`src/rtl/spi_frame_tx.sv`:
```
// ============================================================================
// Module   : spi_frame_tx
// Brief    : Mode-0 SPI master sending one header(+payload) packet per request.
//            Optional XOR checksum byte enabled by `define SPI_FRAME_CHECKSUM_EN.
// Revision : 1.0
// ============================================================================
`default_nettype none

module spi_frame_tx #(
  parameter int CLK_DIV       = 5,
  parameter int PAYLOAD_BYTES = 4,
  parameter int GAP_SCLKS     = 2,
  parameter int GUARD_SCLKS   = 1
) (
  input  logic                       clk,
  input  logic                       rst_n,
  input  logic                       start,
  input  logic                       cmd,
  input  logic [8*PAYLOAD_BYTES-1:0] payload,
  output logic                       ready,
  output logic                       done,
  output logic                       sclk,
  output logic                       mosi,
  output logic                       cs_n
);

`ifdef SPI_FRAME_CHECKSUM_EN
  localparam int c_DATA_BYTES = PAYLOAD_BYTES + 1;
`else
  localparam int c_DATA_BYTES = PAYLOAD_BYTES;
`endif
  localparam int c_SR_W = 8 * (1 + c_DATA_BYTES);

  typedef enum logic [2:0] {
    S_IDLE  = 3'd0,
    S_SETUP = 3'd1,
    S_SHIFT = 3'd2,
    S_GAP   = 3'd3,
    S_TAIL  = 3'd4,
    S_GUARD = 3'd5
  } state_t;

  state_t            r_state;
  logic [1:0]        r_rst_sync;
  logic              w_rst_n;
  logic [7:0]        r_div;
  logic              w_tick;
  logic [c_SR_W-1:0] r_sh;
  logic [c_SR_W-1:0] w_load;
  logic              r_cmd;
  logic [2:0]        r_bit;
  logic [4:0]        r_byte;
  logic [15:0]       r_cnt;

  // Reset asserts asynchronously but releases only on a clock edge.
  always_ff @(posedge clk or negedge rst_n) begin
    if (!rst_n) begin
      r_rst_sync <= 2'b00;
    end else begin
      r_rst_sync <= {r_rst_sync[0], 1'b1};
    end
  end

  assign w_rst_n = r_rst_sync[1];

  assign w_tick = (r_div == 8'(CLK_DIV - 1));

  always_ff @(posedge clk or negedge w_rst_n) begin
    if (!w_rst_n) begin
      r_div <= 8'd0;
    end else if (r_state == S_IDLE || w_tick) begin
      r_div <= 8'd0;
    end else begin
      r_div <= r_div + 8'd1;
    end
  end

  // Transmit image: header in the top byte, payload byte 0 right below it.
  assign w_load[c_SR_W-1 -: 8] = {7'd0, cmd};

  for (genvar g = 0; g < PAYLOAD_BYTES; g++) begin : g_pack
    assign w_load[c_SR_W-9-8*g -: 8] = payload[8*g +: 8];
  end

`ifdef SPI_FRAME_CHECKSUM_EN
  logic [7:0] w_csum;

  always_comb begin
    w_csum = 8'h00;
    for (int i = 0; i < PAYLOAD_BYTES; i++) begin
      w_csum = w_csum ^ payload[8*i +: 8];
    end
  end

  assign w_load[7:0] = w_csum;
`endif

  always_ff @(posedge clk or negedge w_rst_n) begin
    if (!w_rst_n) begin
      r_state <= S_GUARD;
      r_sh    <= '0;
      r_cmd   <= 1'b0;
      r_bit   <= 3'd0;
      r_byte  <= 5'd0;
      r_cnt   <= 16'd0;
      ready   <= 1'b0;
      done    <= 1'b0;
      sclk    <= 1'b0;
      mosi    <= 1'b0;
      cs_n    <= 1'b1;
    end else begin
      done <= 1'b0;
      case (r_state)
        S_IDLE: begin
          if (start) begin
            r_sh    <= w_load;
            r_cmd   <= cmd;
            r_bit   <= 3'd0;
            r_byte  <= 5'd0;
            r_cnt   <= 16'd0;
            mosi    <= w_load[c_SR_W-1];
            cs_n    <= 1'b0;
            ready   <= 1'b0;
            r_state <= S_SETUP;
          end
        end

        S_SETUP: begin
          if (w_tick) begin
            sclk    <= 1'b1;
            r_state <= S_SHIFT;
          end
        end

        S_SHIFT: begin
          if (w_tick) begin
            if (!sclk) begin
              sclk <= 1'b1;
            end else begin
              sclk <= 1'b0;
              r_sh <= r_sh << 1;
              mosi <= r_sh[c_SR_W-2];
              if (r_bit != 3'd7) begin
                r_bit <= r_bit + 3'd1;
              end else begin
                r_bit  <= 3'd0;
                r_byte <= r_byte + 5'd1;
                r_cnt  <= 16'd0;
                if (r_byte == 5'd0) begin
                  if (r_cmd) begin
                    r_state <= S_GAP;
                  end else begin
                    mosi    <= 1'b0;
                    r_state <= S_TAIL;
                  end
                end else if (r_byte == 5'(c_DATA_BYTES)) begin
                  mosi    <= 1'b0;
                  r_state <= S_TAIL;
                end
              end
            end
          end
        end

        // sclk stays low; the next SHIFT tick is the first payload rising edge.
        S_GAP: begin
          if (w_tick) begin
            if (r_cnt == 16'(2*GAP_SCLKS - 1)) begin
              r_cnt   <= 16'd0;
              r_state <= S_SHIFT;
            end else begin
              r_cnt <= r_cnt + 16'd1;
            end
          end
        end

        S_TAIL: begin
          if (w_tick) begin
            if (r_cnt == 16'd1) begin
              r_cnt   <= 16'd0;
              cs_n    <= 1'b1;
              done    <= 1'b1;
              r_state <= S_GUARD;
            end else begin
              r_cnt <= r_cnt + 16'd1;
            end
          end
        end

        S_GUARD: begin
          if (w_tick) begin
            if (r_cnt == 16'(2*GUARD_SCLKS - 1)) begin
              r_cnt   <= 16'd0;
              ready   <= 1'b1;
              r_state <= S_IDLE;
            end else begin
              r_cnt <= r_cnt + 16'd1;
            end
          end
        end

        default: begin
          cs_n    <= 1'b1;
          sclk    <= 1'b0;
          mosi    <= 1'b0;
          r_state <= S_GUARD;
        end
      endcase
    end
  end

endmodule

`default_nettype wire

```
`config.mk`:
```
export PLATFORM = sky130hd
export DESIGN_NAME = spi_frame_tx
export DESIGN_NICKNAME = d
export VERILOG_FILES = /design/src/rtl/spi_frame_tx.sv
export SDC_FILE = /design/constraint.sdc
export NUM_CORES = 1
export LEC_CHECK = 0
export ABC_CLOCK_PERIOD_IN_PS = 2300
export BUFFER_PORTS_ARGS = -buffer_cell sky130_fd_sc_hd__buf_2
export CORE_UTILIZATION = 55
export CTS_BUF_LIST = sky130_fd_sc_hd__clkbuf_4
export CTS_CLUSTER_DIAMETER = 60
export DETAILED_ROUTE_END_ITERATION = 8
export GPL_TIMING_DRIVEN = 0
export PLACE_DENSITY = 0.8
export SLEW_MARGIN = 25
export SYNTH_ARGS = -nofsm -noshare
export SYNTH_HDL_FRONTEND = slang
export SYNTH_SLANG_ARGS = --single-unit
```
`constraint.sdc`:
```
create_clock -name clk -period 2.3 [get_ports clk]
set_input_delay 0.115 -clock clk [delete_from_list [all_inputs] [get_ports clk]]
set_output_delay 0.115 -clock clk [all_outputs]
set_load 0.01 [all_outputs]
```
# Yosys cells after proc, flatten, opt, wreduce, memory -nomap -nowiden
# Cells that the tools add are included.
# totals
reg_bits,82
in_bits,36
output_inout_bits,5
wordCells,120
# op_classes
reduce_logical,19
n_eq_ne,23
muxes,58
addsub,4
bitwise,3
# ops
op,count
two-way mux 16 bit,8
two-way mux 39 bit,3
case mux 39 bit (2 select lines),1
case mux 16 bit (4 select lines),1
two-way mux 3 bit,18
"inequality test 2 bit, second input constant",11
two-way mux 5 bit,4
case mux 3 bit (6 select lines),1
"adder 16 x 1 -> 16 bit, second input constant",1
"== test 16 x 1 -> 1 bit, second input constant",1
"== test 16 x 2 -> 1 bit, second input constant",1
AND reduction 4 bit,4
two-way mux 1 bit,15
AND reduction 12 bit,1
OR reduction 4 bit,3
case mux 5 bit (2 select lines),1
case mux 1 bit (3 select lines),3
"adder 8 x 1 -> 8 bit, second input constant",1
"== test 8 x 3 -> 1 bit, second input constant",1
two-way mux 8 bit,1
AND reduction 7 bit,1
"== test 3 x 2 -> 1 bit, second input constant",2
"== test 3 bit, second input constant",2
"inequality test 3 bit, second input constant",2
other kinds (17),20

# Depth between registers and ports, before layout
# depth
word_depth,7
ltp_mapped,10
mapped_depth_nobuf,7

# Worst setup path before layout
# Ideal clock, no wire load.
# synth_path
path_kind,register -> register
from,reg r_div[0]
to,reg r_sh[21]
t_arrival_ns,1.811
setup_time_ns,0.133
t_required_ns,2.167
setup_slack_ns,0.356
period_less_slack_ns,1.944
n_path_buf,3
stages_incl_launch_ff,11
path_cell_list,dfrtp_1 > inv_1 > ha_1 > nor4b_4 > a31oi_1 > nand2b_1 > buf_2 > buf_2 > buf_2 > nand2_1 > o21ai_0
# synth_between
elab_chain_len,3
# synth_rtl
element,line_no,text
start: declaration,46,logic [7:0] r_div;
start signal: assignment,74,r_div <= r_div + 8'd1;
== test 8 x 3 -> 1 bit,66,assign w_tick = (r_div == 8'(CLK_DIV - 1));
inequality test 2 bit (no line),n/a,
AND reduction 4 bit (no line),n/a,
end signal: assignment,116,r_sh <= w_load;
end signal: assignment,141,r_sh <= r_sh << 1;
end: declaration,48,logic [c_SR_W-1:0] r_sh;
# Every way passes these cells.
# A chain may end at the register's enable or synchronous reset.

# Worst setup path after layout
# layout_path
from,reg r_div[0]
to,reg r_cnt[4]
# layout_between
elab_chain_len,3
elab_cells_between_ends,5
classes_between,eq/ne: 4; reduce/logical: 1
# layout_rtl
element,line_no,text
== test 8 x 3 -> 1 bit (*),66,
inequality test 2 bit (no line) or inequality test 2 x 1 -> 1 bit (tied branches),n/a,
AND reduction 7 bit (no line) (*),n/a,
end signal: assignment,172,r_cnt <= r_cnt + 16'd1;
end signal: assignment,185,r_cnt <= r_cnt + 16'd1;
end signal: assignment,197,r_cnt <= r_cnt + 16'd1;
end: declaration,53,logic [15:0] r_cnt;
# Mark *: on every way between the ends. The rest lies on a longest branch, timed or not.

==> impl_metrics.ini <==
[timing]
fin_worst_skew_ns = 0.0241
fin_crit_ns = 2.21
timing.slew.headroom_pct = 52.5
slew_viol_final = 0
fmax_ghz = 0.452
setup_viol = 0
worstMarginPinSlew_ns = 0.713
min_period_over_period_pct = 96.2
hold_viol = 0

[grt]
grt_util_all_layers_pct = 24.6
grt_max_degree = 52
antenna_found_initial = 0
overflow = 0
grt_pass1_wl_um = 16300
grt_pass1_vias = 3523

[place]
dp_hpwl_um = 6340
gp_congestion = 0.833
dp_cells = 580
port_buffers = 40
place_area_um2 = 4680

[finish]
n_antenna_cell = 0
drive_gt1_share_pct = 20.4
syn_to_final_growth_pct = 21.5
fill_cells = 529
finalNonFillerCells = 638
finish.instance_area_um2 = 5250
nets = 578

[synthesis]
yosys.cell_types.count = 51
syn_inst = 440
ys.flop_type = dfrtp_1
synthesis.area_um2 = 4320
synth_nets = 484
ys_warn_count = 0
syn-mean-instance-area_um2 = 9.83
ys_seq_area_share_pct = 47.5
synthArstFlopShare_pct = 100
ys_ff_latch = 82
synth-edff-count = 0

[floorplanning]
die_y_um = 90.7
placementRows = 31
die_w_um = 90.7
core_area_um2 = 7410
die-area_um2 = 8220
pin_count = 41
start_util_pct = 58.4

[drt]
avgRoutedWirePerCell_um = 15.5
dr.pass1.iters = 4
antenna_left = 0
routed_wl_um = 9920
drt_iter0_drc = 281
via_count = 3670
viasPerCell = 5.75
drc = 0

[pwr]
power.switching_mw = 0.621
cellLeakagePower_nw = 2.31
p_int_mw = 1.76
vdd_drop_max_mv = 0.337
switching_share_pct = 26.0
power.density_nw_per_um2 = 454
power_frac_clock_pct = 33.5
comb_power_share_pct = 5.2
seq_power_share_pct = 61.3

[critical_path]
worst_ep_arrival_time_ns = 2.58
crit_fanout = 10
setup.worst_path.class = register to register
crit_required_ns = 2.66
startpoint_type = register
critPathCaptureType = register

[min_path]
min_path_type = primary input to register

[clocking]
clk_pin_slew_ns = 0.14
cts_tree = built
cts_max_level = 3
clockBufferDepth = 2
cts_sinks = 82
numCtsBuffers = 9
root_buffer = clkbuf_4
insertion_delay_ns = 0.44

[job]
maxCapViolCount = 0

[run_status]
status = finished clean
-- cell usage after synthesis (all sizes together) (2+ instances only) --
library cell	count	area, µm²
dfrtp	79	1980
nand2	69	259
o21ai	42	210
mux2i	33	330
nor2	28	105
nand3	20	100
buf	14	81.3
inv	13	48.8
o221ai	13	114
o2bb2ai	12	168
clkbuf	10	37.5
and3	9	56.3
nand2b	9	56.3
ha	8	100
nand4	7	43.8
or3	7	43.8
nor3b	6	50.1
xor2	6	52.6
a21boi	4	30.0
a21oi	4	20.0
nor3	4	20.0
o31ai	4	30.0
xnor2	4	35.0
a22o	3	26.3
a31oi	3	18.8
and2	3	18.8
dfstp	3	78.8
nor4	3	18.8
mux2	2	22.5
nor2b	2	12.5
nor4b	2	32.5
o22ai	2	12.5
-- path summary, 6_finish.rpt --
path                            endpoint  cells after the start  slack (ns)     startpoint
worst max-delay path            r_cnt[4]                     10        0.09       r_div[0]
worst min-delay path             r_sh[3]                      3      0.0007    payload[27]
worst max register to register  r_cnt[4]                     10        0.09       r_div[0]
worst min register to register  r_sh[19]                      0        0.26  r_rst_sync[1]
max in group asynchronous           cs_n                      1        1.37  r_rst_sync[1]
min in group asynchronous       r_sh[19]                      0        0.26  r_rst_sync[1]
-- layout make-up --
type                            instances  area (µm²)  area share [%]
Clock buffer                            9        67.6            1.29
Timing Repair Buffer                   83         623            11.9
Inverter                               13        48.8           0.929
Multi-Input combinational cell        321        2140            40.8
Tap cell                               99         124            2.36
Buffer                                 24         128            2.43
Sequential cell                        82        2060            39.2
Clock inverter                          7        58.8            1.12
-- layer usage --
layer | wire length [µm] | part of all wire [%] | track usage [%] | vias up
met1 | 4540 | 46 | 34.5 | 1820
met3 | 308 | 3.1 | 2.95 | 13
met5 | 0 | 0 | 0 | -
li1 | - | - | - | 1762
met4 | 136 | 1.4 | 8.06 | 0
met2 | 4930 | 50 | 39.8 | 75
-- what timing repair did --
| item | in CTS | in global routing |
|---|---|---|
| gates resized for setup | 2 | 12 |
| pin swaps | 0 | 2 |
| setup buffers | 0 | 10 |
| hold buffers | 32 | 0 |
| setup endpoints to repair | 24 | 62 |
| hold endpoints to repair | 33 | 0 |
-- cell usage in the layout (no fill, tap or decap), drive strengths merged, types with 4 or more instances in the layout --
cell type / n
a21boi: 4
nor3: 4
o21ai: 42
ha: 8
nand4: 7
nand2: 69
nand3: 20
and3: 9
xnor2: 4
nor2: 28
o31ai: 4
clkbuf: 22
xor2: 6
inv: 17
dfrtp: 79
dlygate4sd3: 32
a21oi: 4
or3: 7
nand2b: 9
o2bb2ai: 12
o221ai: 13
nor3b: 6
mux2i: 33
buf: 62
-- metrics by stage --
| stage | hold WS, ns | TNS (ns) | setup slack [ns] | power (mW) | util, % |
|---|---|---|---|---|---|
| floorplan | -0.181 | 0 | 0.356 | 1.52 | - |
| global placement | -0.100 | 0 | 0.0332 | 1.56 | 62.8 |
| detailed placement | -0.0981 | -0.0801 | -0.0147 | 1.57 | 63.2 |
| CTS | 0.00509 | -0.0999 | -0.0161 | 2.41 | 69.3 |
| global route | 0.0324 | -0.159 | -0.0223 | 2.48 | 70.9 |
| finish | 0.000709 | 0 | 0.0875 | 2.39 | 70.9 |
-- power by group through the flow --
stage / Clock [mW] / Sequential [mW] / Combinational [mW]
final: 0.799 / 1.46 / 0.125
after global routing: 0.873 / 1.46 / 0.138
after CTS: 0.821 / 1.46 / 0.123
after detailed placement: 0 / 1.49 / 0.0801
after global placement: 0 / 1.50 / 0.0552
after floorplan: 0 / 1.50 / 0.0220
-- sequential cells by signal (all words and copies together), names as in the netlist, 2 cells and up --
signal      flops
r_div           8
r_bit           3
r_byte          5
r_state         3
r_sh           39
r_cnt          16
r_rst_sync      2
-- critical path, cell delays in order, from the launching register on --
cell       delay, ns
dfrtp_2         0.45
inv_1           0.08
ha_1            0.15
nor4b_4         0.18
buf_4           0.18
buf_4           0.11
nand3_1         0.09
and2_1          0.22
a221o_2         0.39
buf_6           0.17
o2bb2ai_2       0.12
-- cell families (layout without fill, tap and decap cells) --
group | Yosys count | in the layout | share of synthesized area (%)
AO/OA/AOI/OAI | 97 | 97 | 16.9
XOR/XNOR | 10 | 10 | 2.03
multiplexers | 35 | 35 | 8.16
other | 1 | 1 | 0.0867
buffers and inverters | 37 | 136 | 3.88
AND/OR/NAND/NOR | 170 | 170 | 19.1
flip-flops | 82 | 82 | 47.5
adder cells (fa/ha/maj) | 8 | 8 | 2.31
Power figures use the tool's default switching activity.
